$ cat config.mk
export PLATFORM = sky130hd
export DESIGN_NAME = indirect_mem_sequencer_flat
export DESIGN_NICKNAME = d
export VERILOG_FILES = /design/src/rtl/indirect_mem_sequencer_if.sv /design/src/rtl/indirect_mem_sequencer.sv /design/src/flat_wrapper.sv
export SDC_FILE = /design/constraint.sdc
export NUM_CORES = 1
export LEC_CHECK = 0
export CORE_MARGIN = 2
export CORE_UTILIZATION = 32
export CTS_CLUSTER_SIZE = 16
export DETAILED_ROUTE_END_ITERATION = 16
export PLACE_DENSITY = 0.78
export SLEW_MARGIN = 20
export SYNTH_ARGS = -nofsm -noshare
export SYNTH_HDL_FRONTEND = slang
export SYNTH_SLANG_ARGS = --single-unit
$ cat constraint.sdc
create_clock -name clk -period 3.24 [get_ports clk]
set_input_delay 0.972 -clock clk [delete_from_list [all_inputs] [get_ports clk]]
set_output_delay 0.972 -clock clk [all_outputs]
set_load 0.05 [all_outputs]
$ cat src/rtl/indirect_mem_sequencer_if.sv
// Data-memory port bundle between the indirect sequencer (master)
// and the data cache (slave).
interface indirect_mem_sequencer_if #(
   parameter int ADDR_WIDTH = 16,
   parameter int DATA_WIDTH = 16
);
   logic                  dmem_read;
   logic                  dmem_write;
   logic [ADDR_WIDTH-1:0] dmem_addr;
   logic [DATA_WIDTH-1:0] dmem_wdata;
   logic                  dmem_resp;
   logic [DATA_WIDTH-1:0] dmem_rdata;

   modport master (
      output dmem_read,
      output dmem_write,
      output dmem_addr,
      output dmem_wdata,
      input  dmem_resp,
      input  dmem_rdata
   );

   modport slave (
      input  dmem_read,
      input  dmem_write,
      input  dmem_addr,
      input  dmem_wdata,
      output dmem_resp,
      output dmem_rdata
   );
endinterface

$ cat src/rtl/indirect_mem_sequencer.sv
// MEM-stage data-port sequencer. Plain loads/stores pass straight through;
// LDI/STI become a pointer read followed by a data read or write at the
// fetched pointer. Request outputs are combinational; state is registered.
module indirect_mem_sequencer #(
   parameter int ADDR_WIDTH = 16,
   parameter int DATA_WIDTH = 16
) (
   input  logic                  clk,
   input  logic                  rst_n,
   input  logic                  mem_is_ldi,
   input  logic                  mem_is_sti,
   input  logic                  mem_read,
   input  logic                  mem_write,
   input  logic [ADDR_WIDTH-1:0] mem_addr,
   input  logic [DATA_WIDTH-1:0] mem_wdata,
   indirect_mem_sequencer_if.master dmem,
   output logic [DATA_WIDTH-1:0] mem_rdata,
   output logic                  sti_ldi_sig,
   output logic                  mem_memread,
   output logic                  mem_memwrite,
   output logic                  mem_mem_resp
);

   typedef enum logic [1:0] {
      IDLE = 2'd0,
      PTR  = 2'd1,
      DATA = 2'd2
   } state_t;

   state_t                state_q;
   state_t                state_d;
   logic [DATA_WIDTH-1:0] ptr_q;
   logic [DATA_WIDTH-1:0] ptr_d;
   logic                  is_ldi_q;
   logic                  is_ldi_d;

   logic                  req_read;
   logic                  req_write;
   logic [ADDR_WIDTH-1:0] req_addr;
   logic [DATA_WIDTH-1:0] req_wdata;
   logic                  req_sti_ldi;

   // Next-state, pointer capture and data-port request decode; all requests forced low in reset.
   always_comb begin
      state_d     = state_q;
      ptr_d       = ptr_q;
      is_ldi_d    = is_ldi_q;
      req_read    = 1'b0;
      req_write   = 1'b0;
      req_addr    = {ADDR_WIDTH{1'b0}};
      req_wdata   = {DATA_WIDTH{1'b0}};
      req_sti_ldi = 1'b0;
      if (!rst_n) begin
         state_d  = IDLE;
         ptr_d    = {DATA_WIDTH{1'b0}};
         is_ldi_d = 1'b0;
      end else begin
         case (state_q)
            IDLE: begin
               if (mem_is_ldi || mem_is_sti) begin
                  // LDI wins when both decode bits are set
                  req_read    = 1'b1;
                  req_addr    = mem_addr;
                  req_sti_ldi = 1'b1;
                  is_ldi_d    = mem_is_ldi;
                  if (dmem.dmem_resp) begin
                     ptr_d   = dmem.dmem_rdata;
                     state_d = DATA;
                  end else begin
                     state_d = PTR;
                  end
               end else begin
                  req_read  = mem_read;
                  req_write = mem_write;
                  req_addr  = mem_addr;
                  req_wdata = mem_wdata;
               end
            end
            PTR: begin
               req_read    = 1'b1;
               req_addr    = mem_addr;
               req_sti_ldi = 1'b1;
               if (dmem.dmem_resp) begin
                  ptr_d   = dmem.dmem_rdata;
                  state_d = DATA;
               end else begin
                  state_d = PTR;
               end
            end
            DATA: begin
               // stall on a miss here comes from the hazard unit's cache-miss path
               req_addr = ptr_q;
               if (is_ldi_q) begin
                  req_read = 1'b1;
               end else begin
                  req_write = 1'b1;
                  req_wdata = mem_wdata;
               end
               if (dmem.dmem_resp) begin
                  state_d = IDLE;
               end else begin
                  state_d = DATA;
               end
            end
            default: begin
               state_d = IDLE;
            end
         endcase
      end
   end

   // State, pointer and access-type registers with synchronous active-low reset.
   always_ff @(posedge clk) begin
      if (!rst_n) begin
         state_q  <= IDLE;
         ptr_q    <= {DATA_WIDTH{1'b0}};
         is_ldi_q <= 1'b0;
      end else begin
         state_q  <= state_d;
         ptr_q    <= ptr_d;
         is_ldi_q <= is_ldi_d;
      end
   end

   assign dmem.dmem_read  = req_read;
   assign dmem.dmem_write = req_write;
   assign dmem.dmem_addr  = req_addr;
   assign dmem.dmem_wdata = req_wdata;
   assign mem_rdata       = dmem.dmem_rdata;
   assign sti_ldi_sig     = req_sti_ldi;
   assign mem_memread     = req_read;
   assign mem_memwrite    = req_write;
   assign mem_mem_resp    = dmem.dmem_resp;

endmodule

$ cat src/flat_wrapper.sv
// flat-port wrapper written by rule: the top's interface ports become plain ports
module indirect_mem_sequencer_flat 
#(
   parameter int ADDR_WIDTH = 16,
   parameter int DATA_WIDTH = 16
)
  (clk, rst_n, mem_is_ldi, mem_is_sti, mem_read, mem_write, mem_addr, mem_wdata, mem_rdata, sti_ldi_sig, mem_memread, mem_memwrite, mem_mem_resp, dmem_dmem_read, dmem_dmem_write, dmem_dmem_addr, dmem_dmem_wdata, dmem_dmem_resp, dmem_dmem_rdata);
  indirect_mem_sequencer_if #(.ADDR_WIDTH(ADDR_WIDTH), .DATA_WIDTH(DATA_WIDTH)) dmem_i ();
  input  logic clk;
  input  logic rst_n;
  input  logic mem_is_ldi;
  input  logic mem_is_sti;
  input  logic mem_read;
  input  logic mem_write;
  input  logic [ADDR_WIDTH-1:0] mem_addr;
  input  logic [DATA_WIDTH-1:0] mem_wdata;
  output logic [DATA_WIDTH-1:0] mem_rdata;
  output logic sti_ldi_sig;
  output logic mem_memread;
  output logic mem_memwrite;
  output logic mem_mem_resp;
  output wire logic [$bits(dmem_i.dmem_read)-1:0] dmem_dmem_read;
  output wire logic [$bits(dmem_i.dmem_write)-1:0] dmem_dmem_write;
  output wire logic [$bits(dmem_i.dmem_addr)-1:0] dmem_dmem_addr;
  output wire logic [$bits(dmem_i.dmem_wdata)-1:0] dmem_dmem_wdata;
  input wire logic [$bits(dmem_i.dmem_resp)-1:0] dmem_dmem_resp;
  input wire logic [$bits(dmem_i.dmem_rdata)-1:0] dmem_dmem_rdata;
  assign dmem_dmem_read = dmem_i.dmem_read;
  assign dmem_dmem_write = dmem_i.dmem_write;
  assign dmem_dmem_addr = dmem_i.dmem_addr;
  assign dmem_dmem_wdata = dmem_i.dmem_wdata;
  assign dmem_i.dmem_resp = dmem_dmem_resp;
  assign dmem_i.dmem_rdata = dmem_dmem_rdata;
  indirect_mem_sequencer #(.ADDR_WIDTH(ADDR_WIDTH), .DATA_WIDTH(DATA_WIDTH)) u_core (.clk(clk), .rst_n(rst_n), .mem_is_ldi(mem_is_ldi), .mem_is_sti(mem_is_sti), .mem_read(mem_read), .mem_write(mem_write), .mem_addr(mem_addr), .mem_wdata(mem_wdata), .dmem(dmem_i), .mem_rdata(mem_rdata), .sti_ldi_sig(sti_ldi_sig), .mem_memread(mem_memread), .mem_memwrite(mem_memwrite), .mem_mem_resp(mem_mem_resp));
endmodule
-- Word level (Yosys, flattened, before mapping)
Cells that the tools add are included.
- equal/unequal tests: 3
- multiplexer cells: 24
- reduce and logical (&&, ||, !) cells: 6
- operators with widths (operator ; number):
    $mux 16 ; 6
    $pmux 16 s2 ; 3
    $mux 1 ; 8
    $mux 2 ; 3
    $pmux 2 s3 ; 1
    $pmux 1 s2 ; 2
    $reduce_and 2->1 ; 2
    $pmux 1 s3 ; 1
    $eq 2x1->1 const B ; 1
    $eq 2x2->1 const B ; 1
    $logic_not 2->1 ; 1
    $ne 2x1->1 const B ; 1
    $reduce_bool 2->1 ; 1
    $reduce_or 2->1 ; 1
    $logic_or 1x1->1 ; 1
- register bits after elaboration: 19
- input bits: 55
- output and inout bits: 54
- word-level logic and storage cells: 36

-- Longest topological paths before layout
Gate-level depths: netlist of run 1.
- word-level depth: 4
- gate-level depth with buffers: 6
- mapped depth without buffers: 3

-- Least setup slack after synthesis of run 1
OpenSTA, ideal clock, no wires.
- path type: input to output
- start point: input port mem_is_ldi
- end point: output port mem_memwrite
- arrival: 2.543 ns
- data required time: 2.268 ns
- setup slack: -0.275 ns
- cell stages on the path: 5
- buffers on the path: 2
- cells stage by stage: or3_4 -> a211oi_4 -> buf_6 -> o21a_1 -> buf_4
- longest elaborated chain between the ends: 4
- RTL lines (element ; RTL line ; RTL):
    from (decl) ; flat_wrapper.sv:11 ; input logic mem_is_ldi;
    $logic_or 1x1->1 ; indirect_mem_sequencer.sv:60 ; if (mem_is_ldi || mem_is_sti) begin
    $mux 1 ; indirect_mem_sequencer.sv:60 ;
    $pmux 1 s2 ; indirect_mem_sequencer.sv:58 ; case (state_q)
    $mux 1 ; indirect_mem_sequencer.sv:53 ; if (!rst_n) begin
    to (decl) ; flat_wrapper.sv:20 ; output logic mem_memwrite;
Every way passes these cells.

-- Worst setup path in the final report of run 1
- start point: input port mem_is_ldi
- end point: output port dmem_dmem_wdata[5]
- longest elaborated chain between the ends: 4
- RTL lines (element ; RTL line ; RTL):
    $logic_or 1x1->1 ; indirect_mem_sequencer.sv:60 ;
    $mux 16 ; indirect_mem_sequencer.sv:60 ;
    $pmux 16 s2 ; indirect_mem_sequencer.sv:58 ;
    $mux 16 ; indirect_mem_sequencer.sv:53 ;
    to (decl) ; flat_wrapper.sv:25 ; output wire logic [$bits(dmem_i.dmem_wdata)-1:0] dmem_dmem_wdata;
Every way passes these cells.

==> flow_metrics.py, run 1 <==
metrics = {
    "sta": {
        "finalHoldViolations": 0,
        "drv_slew": 0,
        "fmax_ghz": 0.307,
        "skew_ns": 0.00322,
        "period_share_pct": 101,
        "fin_crit_ns": 3.26,
        "setup_viol": 9,
        "slew_headroom_pct": 75.2,
        "setup_slack_ns": -0.0214,
        "rsz0062_at_grt": "yes",
        "tightest_slew_ns": 0.372,
    },
    "synth": {
        "synth_area_leaders": "dfxtp_1, mux2i_1, buf_4",
        "avgSynthCellArea_um2": 8.22,
        "syn_area_mm2": 0.00125,
        "synthCells": 152,
        "synth_top_area_share_pct": 30.5,
        "yosysSeqAreaShare_pct": 30.5,
        "synth_commonest_cells": "nand2_1, buf_4, dfxtp_1",
        "synth-edff-count": 0,
        "async_flop_share_pct": 0,
        "synth_seq_cells": 19,
        "yosysWarnings": 0,
        "synth_top_area_cell": "dfxtp_1",
        "synthDistinctLibCells": 22,
        "synth_most_common_cell": "nand2_1",
        "syn_nets": 207,
        "synthFlopType": "dfxtp_1",
    },
    "detailed_routing": {
        "drc_errors": 0,
        "vias": 1411,
        "dr.first_iter.drc_count": 28,
        "vias_per_cell": 4.73,
        "final_antenna_net_count": 0,
        "wl_per_cell_um": 15.8,
        "drtPass1Iterations": 2,
        "wl_um": 4700,
    },
    "clocking": {
        "htreeDepth": 1,
        "cts-root-buf": "clkbuf_8",
        "cts_tree": "built",
        "cts_buffers": 3,
        "cts_buffer_depth": 2,
        "clk_latency_ns": 0.25,
        "cts.sinks": 19,
        "cts.clk_slew.worst_paths_ns": 0.07,
        "hold_buffers": 0,
    },
    "floorplan": {
        "io_pins": 109,
        "start_util_pct": 33.6,
        "die_area_mm2": 0.00442,
        "rows": 22,
        "core_area_mm2": 0.00372,
        "die_h_um": 66.5,
        "die_x_um": 66.5,
    },
    "power_and_ir_drop": {
        "power_density_mw_per_mm2": 312,
        "p_leak_nw": 1.26,
        "ir_drop_mv": 0.214,
        "total_power_mw": 0.926,
    },
    "cells_and_area": {
        "drive_gt1_share_pct": 38.4,
        "final_nets": 306,
        "syn_to_final_growth_pct": 138,
        "diodes": 0,
        "stdcell_count": 298,
    },
    "worst_setup_path": {
        "reg2reg_depth": 5,
        "crit_family": "simple AND/OR/NAND/NOR gates",
        "startpoint_type": "input pin",
        "path_cells": "buf_6 -> or3_4 -> a211oi_4 -> buf_6 -> buf_6 -> and2_4 -> buf_12",
        "path_depth": 7,
        "cp_data_arrival_time_ns": 2.29,
        "cpMostUsedCell": "buf_6",
        "max_stage_delay_ns": 0.39,
        "critPathBufInv": 4,
        "critical_path_class": "in2out",
        "crit_required_ns": 2.27,
        "crit_fanout": 5,
        "cp_slowest_cell": "or3_4",
        "cp-end-kind": "output pin",
    },
    "place": {
        "dpl_worst_slack_ns": -0.364,
        "port_buffers": 108,
        "dp_hpwl_um": 3420,
        "gp_congestion": 0.786,
        "dp_cells": 290,
    },
    "global_route": {
        "grt_usage_pct": 21.8,
        "grt_pass1_wl_um": 7260,
        "grt.overflow.total": 0,
        "grt_max_degree": 34,
        "antenna_found_initial": 0,
        "grt_pass1_vias": 1492,
    },
    "outcome": {
        "violations": "setup timing",
        "status": "complete, but fails checks",
    },
    "min_path": {
        "worstHoldPathCells": 2,
        "hold_path.class": "reg2reg",
    },
    "run": {
        "cap_violations": 0,
    },
}
state kept, by name, summed over array words and instances (netlist names):
register,cells
u_core.state_q,2
u_core.ptr_q,16
u_core.is_ldi_q,1
worst paths after layout:
check / startpoint / endpoint / slack (ns)
worst max register to register: u_core.state_q[0]$_SDFFE_PN0P_ / u_core.ptr_q[0]$_SDFFE_PN0P_ / 1.79
worst min register to register: u_core.ptr_q[14]$_SDFFE_PN0P_ / u_core.ptr_q[14]$_SDFFE_PN0P_ / 0.46
worst max-delay path: mem_is_ldi / dmem_dmem_wdata[5] / -0.02
worst min-delay path: u_core.ptr_q[14]$_SDFFE_PN0P_ / u_core.ptr_q[14]$_SDFFE_PN0P_ / 0.46
metrics by stage:
| step | setup TNS, ns | area (µm²) | utilization, % | hold WS (ns) |
|---|---|---|---|---|
| after CTS | -0.278 | 3020 | 81.2 | 0.461 |
| after global routing | -0.785 | 2970 | 79.9 | 0.479 |
| after floorplan | 0 | 1260 | - | 0.434 |
| after global placement | -6.20 | 2840 | 76.4 | 0.442 |
| after detailed placement | -6.96 | 2840 | 76.4 | 0.447 |
| final | -0.131 | 2970 | 79.9 | 0.457 |
cell families after synthesis:
| group | after synthesis | share of synthesized area [%] |
|---|---|---|
| DFF | 19 | 30.5 |
| muxes | 16 | 12.8 |
| AOI/OAI and AO/OA | 22 | 15.4 |
| buffers and inverters | 31 | 16.9 |
| and+or+nand+nor | 64 | 24.3 |
cell usage in the layout (no fill, tap or decap), types with 2 or more instances in the layout:
cell | netlist | routed
dfxtp_1 | 19 | 19
and2_4 | 0 | 16
buf_6 | 2 | 4
nand2_1 | 34 | 34
mux2i_1 | 16 | 16
a22o_1 | 16 | 16
clkbuf_8 | 0 | 3
nor2_1 | 6 | 6
nand2b_1 | 2 | 2
buf_12 | 0 | 54
buf_4 | 20 | 12
clkdlybuf4s50_1 | 0 | 51
power breakdown:
group / switching [mW] / internal [mW] / total [mW]
sequential: 0.0116 / 0.250 / 0.262
clock: 0.0754 / 0.0872 / 0.163
combinational: 0.242 / 0.260 / 0.502
total: 0.329 / 0.598 / 0.926
worst min-delay path: stages (launching register included):
cell     delay (ns)
dfxtp_1        0.31
nand2_1        0.05
mux2i_1        0.05
layer usage:
metal  share of wire, %  GRT usage, %  up-vias
li1                   -             -      688
met5                  0             0        -
met2                 53          42.1       76
met4                1.4          6.12        0
met1                 34          21.4      641
met3                 11          7.77        6
area by class of cell:
cell class              count  area, µm²
flip-flops and latches     19        380
multi-input cells         102        714
repair buffers            123       1760
fillers                   242        746
inverters                   2       7.51
clock buffers               4       45.0
well taps                  48       60.1
repair_timing:
action / CTS / global route
resized for setup: 31 / 3
pin swaps: 14 / 5
buffers inserted: 5 / 0
cloned: 2 / 0
endpoints found under the setup margin: 34 / 18
Note: power is estimated with default switching activity, not from simulation.
==> inputs of run 2 (changes only) <==
--- a/config.mk
+++ b/config.mk
@@ -5,8 +5,9 @@
 export SDC_FILE = /design/constraint.sdc
 export NUM_CORES = 1
 export LEC_CHECK = 0
+export ABC_AREA = 1
 export CORE_MARGIN = 2
-export CORE_UTILIZATION = 32
+export CORE_UTILIZATION = 34
 export CTS_CLUSTER_SIZE = 16
 export DETAILED_ROUTE_END_ITERATION = 16
 export PLACE_DENSITY = 0.78
==> run 2 against run 1 <==
The run now ends clean; clock skew barely moved; total power rose by 5.3%; via count rose by 26%; largest cell class unchanged; largest power group unchanged; highest routed layer unchanged.
==> flow_metrics.py, run 2 <==
metrics = {
    "sta": {
        "finalHoldViolations": 0,
        "fin_crit_ns": 3.16,
        "drv_slew": 0,
        "rsz0062_at_grt": "no",
        "tightest_slew_ns": 0.380,
        "period_share_pct": 97.6,
        "slew_headroom_pct": 74.7,
        "skew_ns": 0.00301,
        "fmax_ghz": 0.316,
        "setup_viol": 0,
        "fin_tns_setup_ns": 0,
    },
    "global_route": {
        "grt_pass1_vias": 1608,
        "grt_usage_pct": 19.6,
        "antenna_found_initial": 0,
        "grt_pass1_wl_um": 7020,
        "grt.overflow.total": 0,
        "grt_max_degree": 35,
    },
    "worst_setup_path": {
        "critical_path_class": "in2out",
        "crit_required_ns": 2.27,
        "cp_data_arrival_time_ns": 2.19,
        "cp-end-kind": "output pin",
        "crit_fanout": 3,
        "startpoint_type": "input pin",
    },
    "clocking": {
        "clk_latency_ns": 0.25,
        "cts.clk_slew.worst_paths_ns": 0.07,
        "hold_buffers": 0,
        "cts_buffer_depth": 2,
        "cts_buffers": 3,
        "htreeDepth": 1,
        "cts.sinks": 19,
        "cts_tree": "built",
        "post-cts-setup-buffers": 0,
        "cts-root-buf": "clkbuf_8",
    },
    "cells_and_area": {
        "largest_register_ffs": 16,
        "layout_commonest_cell": "nand2_1",
        "final_cell_mix": "nand2_1, buf_12, clkdlybuf4s50_1",
        "syn_to_final_growth_pct": 116,
        "largest_register": "u_core.ptr_q",
        "drive_gt1_share_pct": 27.1,
        "reg_top3": "u_core.ptr_q x16, u_core.state_q x2, u_core.is_ldi_q x1",
        "diodes": 0,
        "final_nets": 385,
    },
    "synth": {
        "synth_compound_gate_area_share_pct": 12.4,
        "syn_area_mm2": 0.00142,
        "synthDistinctLibCells": 19,
        "synth_top_area_share_pct": 26.9,
        "synth-edff-count": 0,
        "yosysSeqAreaShare_pct": 26.9,
        "synth_commonest_cells": "nand2_1, nor2_1, a21oi_1",
        "synth_most_common_cell": "nand2_1",
        "synthSimpleGateAreaFrac_pct": 39.1,
        "syn_nets": 298,
        "synth_top_area_cell": "dfxtp_1",
        "synth_seq_cells": 19,
        "synth_mux_area_share_pct": 0,
        "yosys.area_share.adder_pct": 0,
        "synthFlopType": "dfxtp_1",
        "synth_top_family_by_area": "simple AND/OR/NAND/NOR gates",
        "synth_area_leaders": "dfxtp_1, nand2_1, a21oi_1",
        "synth_xor_area_share_pct": 0,
        "yosysWarnings": 0,
        "async_flop_share_pct": 0,
        "synthCells": 243,
        "avgSynthCellArea_um2": 5.82,
    },
    "power_and_ir_drop": {
        "total_power_mw": 0.975,
        "p_leak_nw": 1.38,
        "power_density_mw_per_mm2": 318,
        "ir_drop_mv": 0.267,
    },
    "outcome": {
        "status": "finished clean",
    },
    "floorplan": {
        "die_area_mm2": 0.00469,
        "core_area_mm2": 0.00400,
        "die_x_um": 68.5,
        "die_h_um": 68.5,
        "rows": 23,
        "start_util_pct": 35.4,
        "io_pins": 109,
    },
    "detailed_routing": {
        "drc_errors": 0,
        "wl_um": 4820,
        "vias_per_cell": 4.69,
        "dr.first_iter.drc_count": 57,
        "drtPass1Iterations": 4,
        "wl_per_cell_um": 12.7,
        "final_antenna_net_count": 0,
        "vias": 1777,
    },
    "place": {
        "port_buffers": 108,
        "dp_hpwl_um": 3690,
        "gp_congestion": 0.793,
    },
    "min_path": {
        "hold_path.class": "reg2reg",
    },
    "run": {
        "cap_violations": 0,
    },
}
## run 2: changes by cell type after synthesis, sizes merged, moves of 2 or more
cell and delta:
mux2i -16, inv +20, buf +4, nand3 +19, o21a -2, nor2 +32
nand2b -2, nand2 +41, a21oi +33, a22o -16, and2 -16
## run 2: repair_timing
| action | in CTS | in global routing |
|---|---|---|
| setup endpoints to repair | 18 | 25 |
| pin swaps | 1 | 2 |
| cloned | 1 | 0 |
| gates resized for setup | 7 | 16 |
## run 2: logic make-up after synthesis
logic type             count (synthesis)
flip-flops                            19
buffers and inverters                 56
AND/OR/NAND/NOR                      133
AO/OA/AOI/OAI                         35
## run 2: critical path, stage by stage
cell and delay (ns):
clkdlybuf4s50_1 0.50, buf_4 0.12, nand2_1 0.08, nand2_1 0.10, o21ai_0 0.08, inv_1 0.17
buf_12 0.17
## run 2: path summary, 6_finish.rpt
kind / cells past startpoint / start / slack (ns) / to
min reg2reg: 2 / u_core.ptr_q[4]$_SDFFE_PN0P_ / 0.48 / u_core.ptr_q[4]$_SDFFE_PN0P_
max reg2reg: 6 / u_core.state_q[0]$_SDFFE_PN0P_ / 1.92 / u_core.ptr_q[4]$_SDFFE_PN0P_
min: 2 / u_core.ptr_q[4]$_SDFFE_PN0P_ / 0.48 / u_core.ptr_q[4]$_SDFFE_PN0P_
max: 7 / rst_n / 0.08 / dmem_dmem_read
## run 2: metrics by stage
step                hold WS [ns]  std cells  setup WS, ns  cell area [µm²]  util, %
detailed placement         0.469        374       -0.0669             2940     73.6
global route               0.499        379        0.0281             3060     76.6
floorplan                  0.452        243       -0.0565             1420        -
global placement           0.462        374      -0.00658             2940     73.6
CTS                        0.487        379       0.00832             3010     75.3
finish                     0.482        379        0.0789             3060     76.6
## run 2: where the power goes
group	leakage [nW]	total [mW]	internal, mW	switching [mW]
Sequential	0.157	0.269	0.255	0.0139
Combinational	1.19	0.547	0.254	0.293
Clock	0.0255	0.159	0.0852	0.0738
Total	1.38	0.975	0.594	0.380
## run 2: cell type report
type | count | area, µm²
tap | 50 | 62.6
timing repair buffer | 114 | 1680
fill | 280 | 937
inverter | 23 | 86.3
clock buffer | 3 | 41.3
clock inverter | 1 | 5.00
sequential | 19 | 380
multi-input combinational | 169 | 803
## run 2: layer usage
layer,up-vias,global-route usage (%),share of wire (%)
met2,75,36.7,49
met4,0,3.75,0.50
met3,2,5.68,10
met5,-,0,0
met1,789,21.8,40
li1,911,-,-
